### src/rtl/in_intf_stim_driver_if.sv
`default_nettype none
// ============================================================================
// Module      : in_intf_stim_driver_if
// Description : Bundle of the proxy-side transaction port and the DUT-side
//               valid/ready operand port of the in_intf stimulus driver.
//               master = driver side, slave = the proxy / DUT side.
// Revision    : 1.0 - initial release
// ============================================================================
interface in_intf_stim_driver_if #(
    parameter int DATA_WIDTH  = 8,
    parameter int DELAY_WIDTH = 4
);
    // Proxy side
    logic                   txn_valid;
    logic                   txn_ready;
    logic [DATA_WIDTH-1:0]  txn_a;
    logic [DATA_WIDTH-1:0]  txn_b;
    logic [DELAY_WIDTH-1:0] txn_delay;
    // DUT side
    logic                   in_valid;
    logic                   in_ready;
    logic [DATA_WIDTH-1:0]  in_a;
    logic [DATA_WIDTH-1:0]  in_b;
    // Status
    logic                   busy;
    logic [15:0]            sent_count;

    modport master (
        input  txn_valid, txn_a, txn_b, txn_delay, in_ready,
        output txn_ready, in_valid, in_a, in_b, busy, sent_count
    );

    modport slave (
        output txn_valid, txn_a, txn_b, txn_delay, in_ready,
        input  txn_ready, in_valid, in_a, in_b, busy, sent_count
    );
endinterface
`default_nettype wire

### src/rtl/in_intf_stim_driver.sv
`default_nettype none
// ============================================================================
// Module      : in_intf_stim_driver
// Description : Transmit-side transactor for the adder input interface.
//               Buffers {a, b, delay} transactions in a small FIFO, inserts
//               the requested idle cycles, then drives each one onto the
//               DUT port with a valid/ready handshake.
// Revision    : 1.0 - initial release
// ============================================================================
module in_intf_stim_driver #(
    parameter int DATA_WIDTH  = 8,
    parameter int DEPTH       = 4,
    parameter int DELAY_WIDTH = 4
) (
    input  wire logic               clk,
    input  wire logic               rst,
    in_intf_stim_driver_if.master   bus
);

    localparam int                 c_AW       = (DEPTH > 1) ? $clog2(DEPTH) : 1;
    localparam logic [c_AW:0]      c_DEPTH    = (c_AW + 1)'(DEPTH);
    localparam logic [c_AW-1:0]    c_PTR_ONE  = c_AW'(1);
    localparam logic [c_AW:0]      c_CNT_ONE  = (c_AW + 1)'(1);
    localparam logic [DELAY_WIDTH-1:0] c_DLY_ONE = DELAY_WIDTH'(1);

    typedef enum logic [1:0] {
        S_IDLE  = 2'd0,
        S_WAIT  = 2'd1,
        S_DRIVE = 2'd2
    } state_t;

    // FIFO storage and bookkeeping
    logic [DATA_WIDTH-1:0]  r_mem_a [DEPTH];
    logic [DATA_WIDTH-1:0]  r_mem_b [DEPTH];
    logic [DELAY_WIDTH-1:0] r_mem_d [DEPTH];
    logic [c_AW-1:0]        r_wptr;
    logic [c_AW-1:0]        r_rptr;
    logic [c_AW:0]          r_count;

    // FSM and output datapath
    state_t                 r_state;
    state_t                 w_state_nxt;
    logic [DELAY_WIDTH-1:0] r_dly;
    logic [DATA_WIDTH-1:0]  r_in_a;
    logic [DATA_WIDTH-1:0]  r_in_b;
    logic [15:0]            r_sent;

    logic                   w_txn_ready;
    logic                   w_push;
    logic                   w_pop;
    logic                   w_not_empty;
    logic [DELAY_WIDTH-1:0] w_head_d;

    // No write-through: a full FIFO refuses even when a pop happens this cycle.
    assign w_txn_ready = (r_count < c_DEPTH) && !rst;
    assign w_push      = bus.txn_valid && w_txn_ready;
    assign w_not_empty = (r_count != '0);
    assign w_head_d    = r_mem_d[r_rptr];

    // FIFO storage write; contents need no reset because count gates reads.
    always_ff @(posedge clk) begin
        if (w_push) begin
            r_mem_a[r_wptr] <= bus.txn_a;
            r_mem_b[r_wptr] <= bus.txn_b;
            r_mem_d[r_wptr] <= bus.txn_delay;
        end
    end

    // FIFO pointers (wrap naturally at power-of-two depth) and occupancy.
    always_ff @(posedge clk or posedge rst) begin
        if (rst) begin
            r_wptr  <= '0;
            r_rptr  <= '0;
            r_count <= '0;
        end else begin
            if (w_push) r_wptr <= r_wptr + c_PTR_ONE;
            if (w_pop)  r_rptr <= r_rptr + c_PTR_ONE;
            case ({w_push, w_pop})
                2'b10:   r_count <= r_count + c_CNT_ONE;
                2'b01:   r_count <= r_count - c_CNT_ONE;
                default: r_count <= r_count;
            endcase
        end
    end

    // FSM state register.
    always_ff @(posedge clk or posedge rst) begin
        if (rst) r_state <= S_IDLE;
        else     r_state <= w_state_nxt;
    end

    // Next-state and pop decision; in_ready only matters in DRIVE.
    always_comb begin
        w_state_nxt = r_state;
        w_pop       = 1'b0;
        case (r_state)
            S_IDLE: begin
                if (w_not_empty) begin
                    w_pop       = 1'b1;
                    w_state_nxt = (w_head_d == '0) ? S_DRIVE : S_WAIT;
                end
            end
            S_WAIT: begin
                if (r_dly == c_DLY_ONE) w_state_nxt = S_DRIVE;
            end
            S_DRIVE: begin
                if (bus.in_ready) begin
                    if (w_not_empty) begin
                        w_pop       = 1'b1;
                        w_state_nxt = (w_head_d == '0) ? S_DRIVE : S_WAIT;
                    end else begin
                        w_state_nxt = S_IDLE;
                    end
                end
            end
            default: w_state_nxt = S_IDLE;
        endcase
    end

    // Operand/delay load on pop, delay countdown in WAIT, transfer counter.
    always_ff @(posedge clk or posedge rst) begin
        if (rst) begin
            r_in_a <= '0;
            r_in_b <= '0;
            r_dly  <= '0;
            r_sent <= '0;
        end else begin
            if (w_pop) begin
                r_in_a <= r_mem_a[r_rptr];
                r_in_b <= r_mem_b[r_rptr];
                r_dly  <= w_head_d;
            end else if (r_state == S_WAIT) begin
                r_dly  <= r_dly - c_DLY_ONE;
            end
            if ((r_state == S_DRIVE) && bus.in_ready) begin
                r_sent <= r_sent + 16'd1;
            end
        end
    end

    // Outputs are decoded only from registered state.
    assign bus.txn_ready  = w_txn_ready;
    assign bus.in_valid   = (r_state == S_DRIVE);
    assign bus.in_a       = r_in_a;
    assign bus.in_b       = r_in_b;
    assign bus.busy       = (r_state != S_IDLE) || w_not_empty;
    assign bus.sent_count = r_sent;

endmodule
`default_nettype wire

### src/flat_wrapper.sv
// flat-port wrapper written by rule: the top's interface ports become plain ports
module in_intf_stim_driver_flat 
#(
    parameter int DATA_WIDTH  = 8,
    parameter int DEPTH       = 4,
    parameter int DELAY_WIDTH = 4
)
  (clk, rst, bus_txn_valid, bus_txn_a, bus_txn_b, bus_txn_delay, bus_in_ready, bus_txn_ready, bus_in_valid, bus_in_a, bus_in_b, bus_busy, bus_sent_count);
  in_intf_stim_driver_if #(.DATA_WIDTH(DATA_WIDTH), .DELAY_WIDTH(DELAY_WIDTH)) bus_i ();
  input  wire logic clk;
  input  wire logic rst;
  input wire logic [$bits(bus_i.txn_valid)-1:0] bus_txn_valid;
  input wire logic [$bits(bus_i.txn_a)-1:0] bus_txn_a;
  input wire logic [$bits(bus_i.txn_b)-1:0] bus_txn_b;
  input wire logic [$bits(bus_i.txn_delay)-1:0] bus_txn_delay;
  input wire logic [$bits(bus_i.in_ready)-1:0] bus_in_ready;
  output wire logic [$bits(bus_i.txn_ready)-1:0] bus_txn_ready;
  output wire logic [$bits(bus_i.in_valid)-1:0] bus_in_valid;
  output wire logic [$bits(bus_i.in_a)-1:0] bus_in_a;
  output wire logic [$bits(bus_i.in_b)-1:0] bus_in_b;
  output wire logic [$bits(bus_i.busy)-1:0] bus_busy;
  output wire logic [$bits(bus_i.sent_count)-1:0] bus_sent_count;
  assign bus_i.txn_valid = bus_txn_valid;
  assign bus_i.txn_a = bus_txn_a;
  assign bus_i.txn_b = bus_txn_b;
  assign bus_i.txn_delay = bus_txn_delay;
  assign bus_i.in_ready = bus_in_ready;
  assign bus_txn_ready = bus_i.txn_ready;
  assign bus_in_valid = bus_i.in_valid;
  assign bus_in_a = bus_i.in_a;
  assign bus_in_b = bus_i.in_b;
  assign bus_busy = bus_i.busy;
  assign bus_sent_count = bus_i.sent_count;
  in_intf_stim_driver #(.DATA_WIDTH(DATA_WIDTH), .DEPTH(DEPTH), .DELAY_WIDTH(DELAY_WIDTH)) u_core (.clk(clk), .rst(rst), .bus(bus_i));
endmodule
### config.mk
export PLATFORM = sky130hd
export DESIGN_NAME = in_intf_stim_driver_flat
export DESIGN_NICKNAME = d
export VERILOG_FILES = /design/src/rtl/in_intf_stim_driver_if.sv /design/src/rtl/in_intf_stim_driver.sv /design/src/flat_wrapper.sv
export SDC_FILE = /design/constraint.sdc
export NUM_CORES = 1
export LEC_CHECK = 0
export CAP_MARGIN = 20
export CORE_UTILIZATION = 50
export CTS_BUF_LIST = sky130_fd_sc_hd__clkbuf_16
export DETAILED_ROUTE_END_ITERATION = 8
export HOLD_SLACK_MARGIN = 0.08
export PLACE_DENSITY = 0.75
export SYNTH_ARGS = -nofsm -noshare
export SYNTH_HDL_FRONTEND = slang
export SYNTH_SLANG_ARGS = --single-unit
### constraint.sdc
create_clock -name clk -period 2.3 [get_ports clk]
set_input_delay 0.345 -clock clk [delete_from_list [all_inputs] [get_ports clk]]
set_output_delay 0.345 -clock clk [all_outputs]
set_load 0.1 [all_outputs]
==> summary.txt <==
Placement
  – Detail Placement HPWL: 5.47 mm
  – Worst slack, placed: -0.0897 ns
  – Placed cell count: 499
  – Dpl cell area: 0.00574 sq mm
  – Port buffer count: 58
  – GPL Wtd Cong: 0.702

Clock network
  – Clock latency at the later pin of the worst-skew pair: 0.40 ns
  – CTS tree: done
  – Post-CTS sizing: 0
  – Clock Tree Root: clkbuf_16
  – TritonCTS Buffers: 17
  – Reg clk slew, reported paths: 0.05 ns
  – Post-CTS setup buffer count: 0
  – H-tree Lvls: 4
  – Clk sinks: 125
  – Clk buf depth: 2
  – CTS Hold Bufs: 0

Power
  – Tot Pwr: 0.00903 W
  – PD cells: 1420 mW/mm^2
  – Lkg Pwr: 2.56 nW
  – Peak VDD IR: 0.759 mV

GRT
  – Largest net degree at the start of global routing: 30
  – GRT overflow: 0
  – M2 GR Usage: 0.338
  – GR Util All Layers: 0.193
  – GR Util met3: 0.0506
  – Most Crowded Layer GR: met2
  – Number of global-route vias before repair: 2836
  – Antenna violations before repair: 0
  – First-pass GRT wire length: 14.3 mm
  – Grt met1 use: 0.233

STA
  – Max Clk Rate: 479 MHz
  – Slew Viols, Final: 0
  – RSZ-0062 raised after global routing: no
  – Worst Slack Setup Final: 0.213 ns
  – Max-Slew Margin vs Limit: 0.738
  – Final setup viols: 0
  – Minimum clock period: 2.09 ns
  – Worst Tran Pin Value: 0.392 ns
  – Final period util: 0.907
  – Layout Skew: 0.00685 ns
  – Hold Violations, Final: 0

Drt
  – Antenna Nets Post-Route: 0
  – Drt drc: 0
  – Initial DRT Pass Iterations: 4
  – DRT iter0 DRCs: 104
  – WL final: 9.03 mm
  – Via count: 2767
  – DR WL/cell: 17.0 um
  – Vias/cell: 5.21

Worst setup path
  – CP peak stage delay: 0.43 ns
  – RR Startpoint: u_core.r_count[2]
  – CP bufs+invs: 2
  – WS Path Type: register to register
  – Slowest cell on crit path: dfrtp_1
  – Worst Path Max Fanout: 3
  – Family with the most delay on the worst path: simple AND/OR/NAND/NOR gates
  – Critical path launch point type: register
  – Critical path cell sequence: nor3_1, or3_1, inv_1, ha_1, inv_1, fa_1, xor2_1, nor2_1, xor2_1
  – Worst path required time: 2.62 ns
  – Internal reg-to-reg setup slack: 0.21 ns
  – Reg2reg path depth: 9
  – Reg2reg end: u_core.r_count[2]
  – CP Capture Type: register
  – CP Data Arrival Time: 2.41 ns

Floorplanning
  – Die outline height: 102 um
  – Die width: 102 um
  – Core area: 0.00973 sq mm
  – I/O pin total: 59
  – Die area: 0.0104 sq mm
  – Initial Util: 0.512
  – Site Rows: 36

Yosys
  – Library cells used by synthesis: 34
  – Post-synth net total: 342
  – Register area share after synthesis: 0.708
  – Syn avg cell area: 16.1 sq um
  – Cells after Synth: 309
  – Async SR Flop Fraction: 0.360
  – Number of synthesized flops with an enable pin: 80
  – Flop and latch count out of synthesis: 125
  – Predominant post-synthesis flop cell: edfxtp_1
  – Mapped cell area: 0.00498 sq mm
  – Synthesis Warnings: 0

Layout
  – ANT cells: 0
  – Fin area: 0.00634 sq mm
  – Share of layout cells above drive strength 1: 0.224
  – Layout Area Growth over Synthesis: 27.2%
  – Nets@finish: 418
  – Fin cells: 531

Run status
  – Status: complete, no violations

Hold path
  – Worst Hold Class: input pin to async pin

Run
  – MaxCap Viol Count: 0
## cell usage after synthesis, types with 3 or more instances
cell type	count	area, sq um
and2_1	4	25.0
and3_1	5	31.3
and4_1	4	35.0
buf_2	7	35.0
dfrtp_1	45	1130
edfxtp_1	80	2400
ha_1	8	100
inv_1	12	45.0
mux4_1	9	236
mux4_2	11	248
nand2_1	60	225
nand3_1	9	45.0
nor2_1	5	18.8
o211ai_1	3	22.5
xnor2_1	19	166
xor2_1	4	35.0
## registers in the layout (all words and copies together), names as in the netlist
name	flops
u_core.r_mem_a	32
u_core.r_mem_b	32
u_core.bus.sent_count	16
u_core.r_mem_d	16
u_core.bus.in_a	8
u_core.bus.in_b	8
u_core.r_dly	4
u_core.r_count	3
u_core.r_rptr	2
u_core.r_state	2
u_core.r_wptr	2
## cell type report
class | count | area, sq um
multi-input combinational | 160 | 1350
fill | 710 | 3390
clock buffer | 17 | 425
inverter | 12 | 45.0
timing repair buffer | 69 | 651
sequential | 125 | 3530
clock inverter | 15 | 171
tap | 133 | 166
## layout by cell type, fill, tap and decap left out, drive strengths merged
| cell | count |
|---|---|
| xnor2 | 19 |
| mux2 | 1 |
| nor2b | 2 |
| clkdlybuf4s50 | 23 |
| inv | 14 |
| a221o | 1 |
| edfxtp | 80 |
| o21ai | 2 |
| mux2i | 1 |
| o211ai | 3 |
| and3 | 5 |
| nand2b | 1 |
| ha | 8 |
| and3b | 2 |
| nor4 | 1 |
| nor3 | 2 |
| buf | 46 |
| nor2 | 5 |
| fa | 1 |
| or3 | 1 |
| nand3 | 9 |
| dfrtp | 45 |
| o22ai | 1 |
| xor2 | 4 |
| nand2 | 60 |
| and4 | 4 |
| nand4 | 2 |
| clkbuf | 17 |
| nor3b | 1 |
| bufinv | 3 |
| and2 | 4 |
| clkinv | 10 |
| mux4 | 20 |
## layer usage
metal	vias up	wire, um
li1	1283	-
met1	1428	3920
met2	49	4780
met3	7	262
met4	0	66
met5	-	0
## worst max path at each step
stage,start,to,slack (ns),depth (start not counted)
floorplan,u_core.r_count[2],u_core.r_count[2],0.06,10
global placement,bus_in_ready,u_core.r_count[2],-0.06,10
detailed placement,bus_in_ready,u_core.r_count[2],-0.09,10
CTS,u_core.r_count[2],u_core.r_count[2],0.19,9
global route,u_core.r_count[2],u_core.r_count[2],0.07,9
finish,u_core.r_count[2],u_core.r_count[2],0.21,9
## cells by family after synthesis
logic type | count (synthesis) | synth area share
muxes | 22 | 0.101
DFF | 125 | 0.708
xor gates and xnor gates | 23 | 0.0404
buffers and inverters | 24 | 0.0224
and+or+nand+nor | 99 | 0.0934
adders and majority gates | 9 | 0.0241
AOI/OAI and AO/OA | 7 | 0.00980
## worst register-to-register path, stage by stage, from the launching register on
cell	delay, ns
dfrtp_1	0.43
nor3_1	0.11
or3_1	0.38
inv_1	0.09
ha_1	0.17
inv_1	0.06
fa_1	0.37
xor2_1	0.15
nor2_1	0.12
xor2_1	0.14
## per-stage QoR
stage	setup TNS, ns	util	hold slack (ns)
2_1_floorplan	0	-	0.444
3_3_place_gp	-0.0619	0.590	0.460
3_5_place_dp	-0.0897	0.590	0.464
4_1_cts	0	0.651	0.346
5_1_grt	0	0.651	0.378
6_report	0	0.651	0.340
## report_power, final
| part | internal (W) | switching, W | total, W |
|---|---|---|---|
| logic | 0.00104 | 0.00223 | 0.00327 |
| registers | 0.00281 | 0.000293 | 0.00310 |
| clock network | 0.00170 | 0.000958 | 0.00266 |
| total | 0.00555 | 0.00348 | 0.00903 |
(Power assumes the default switching activity.)
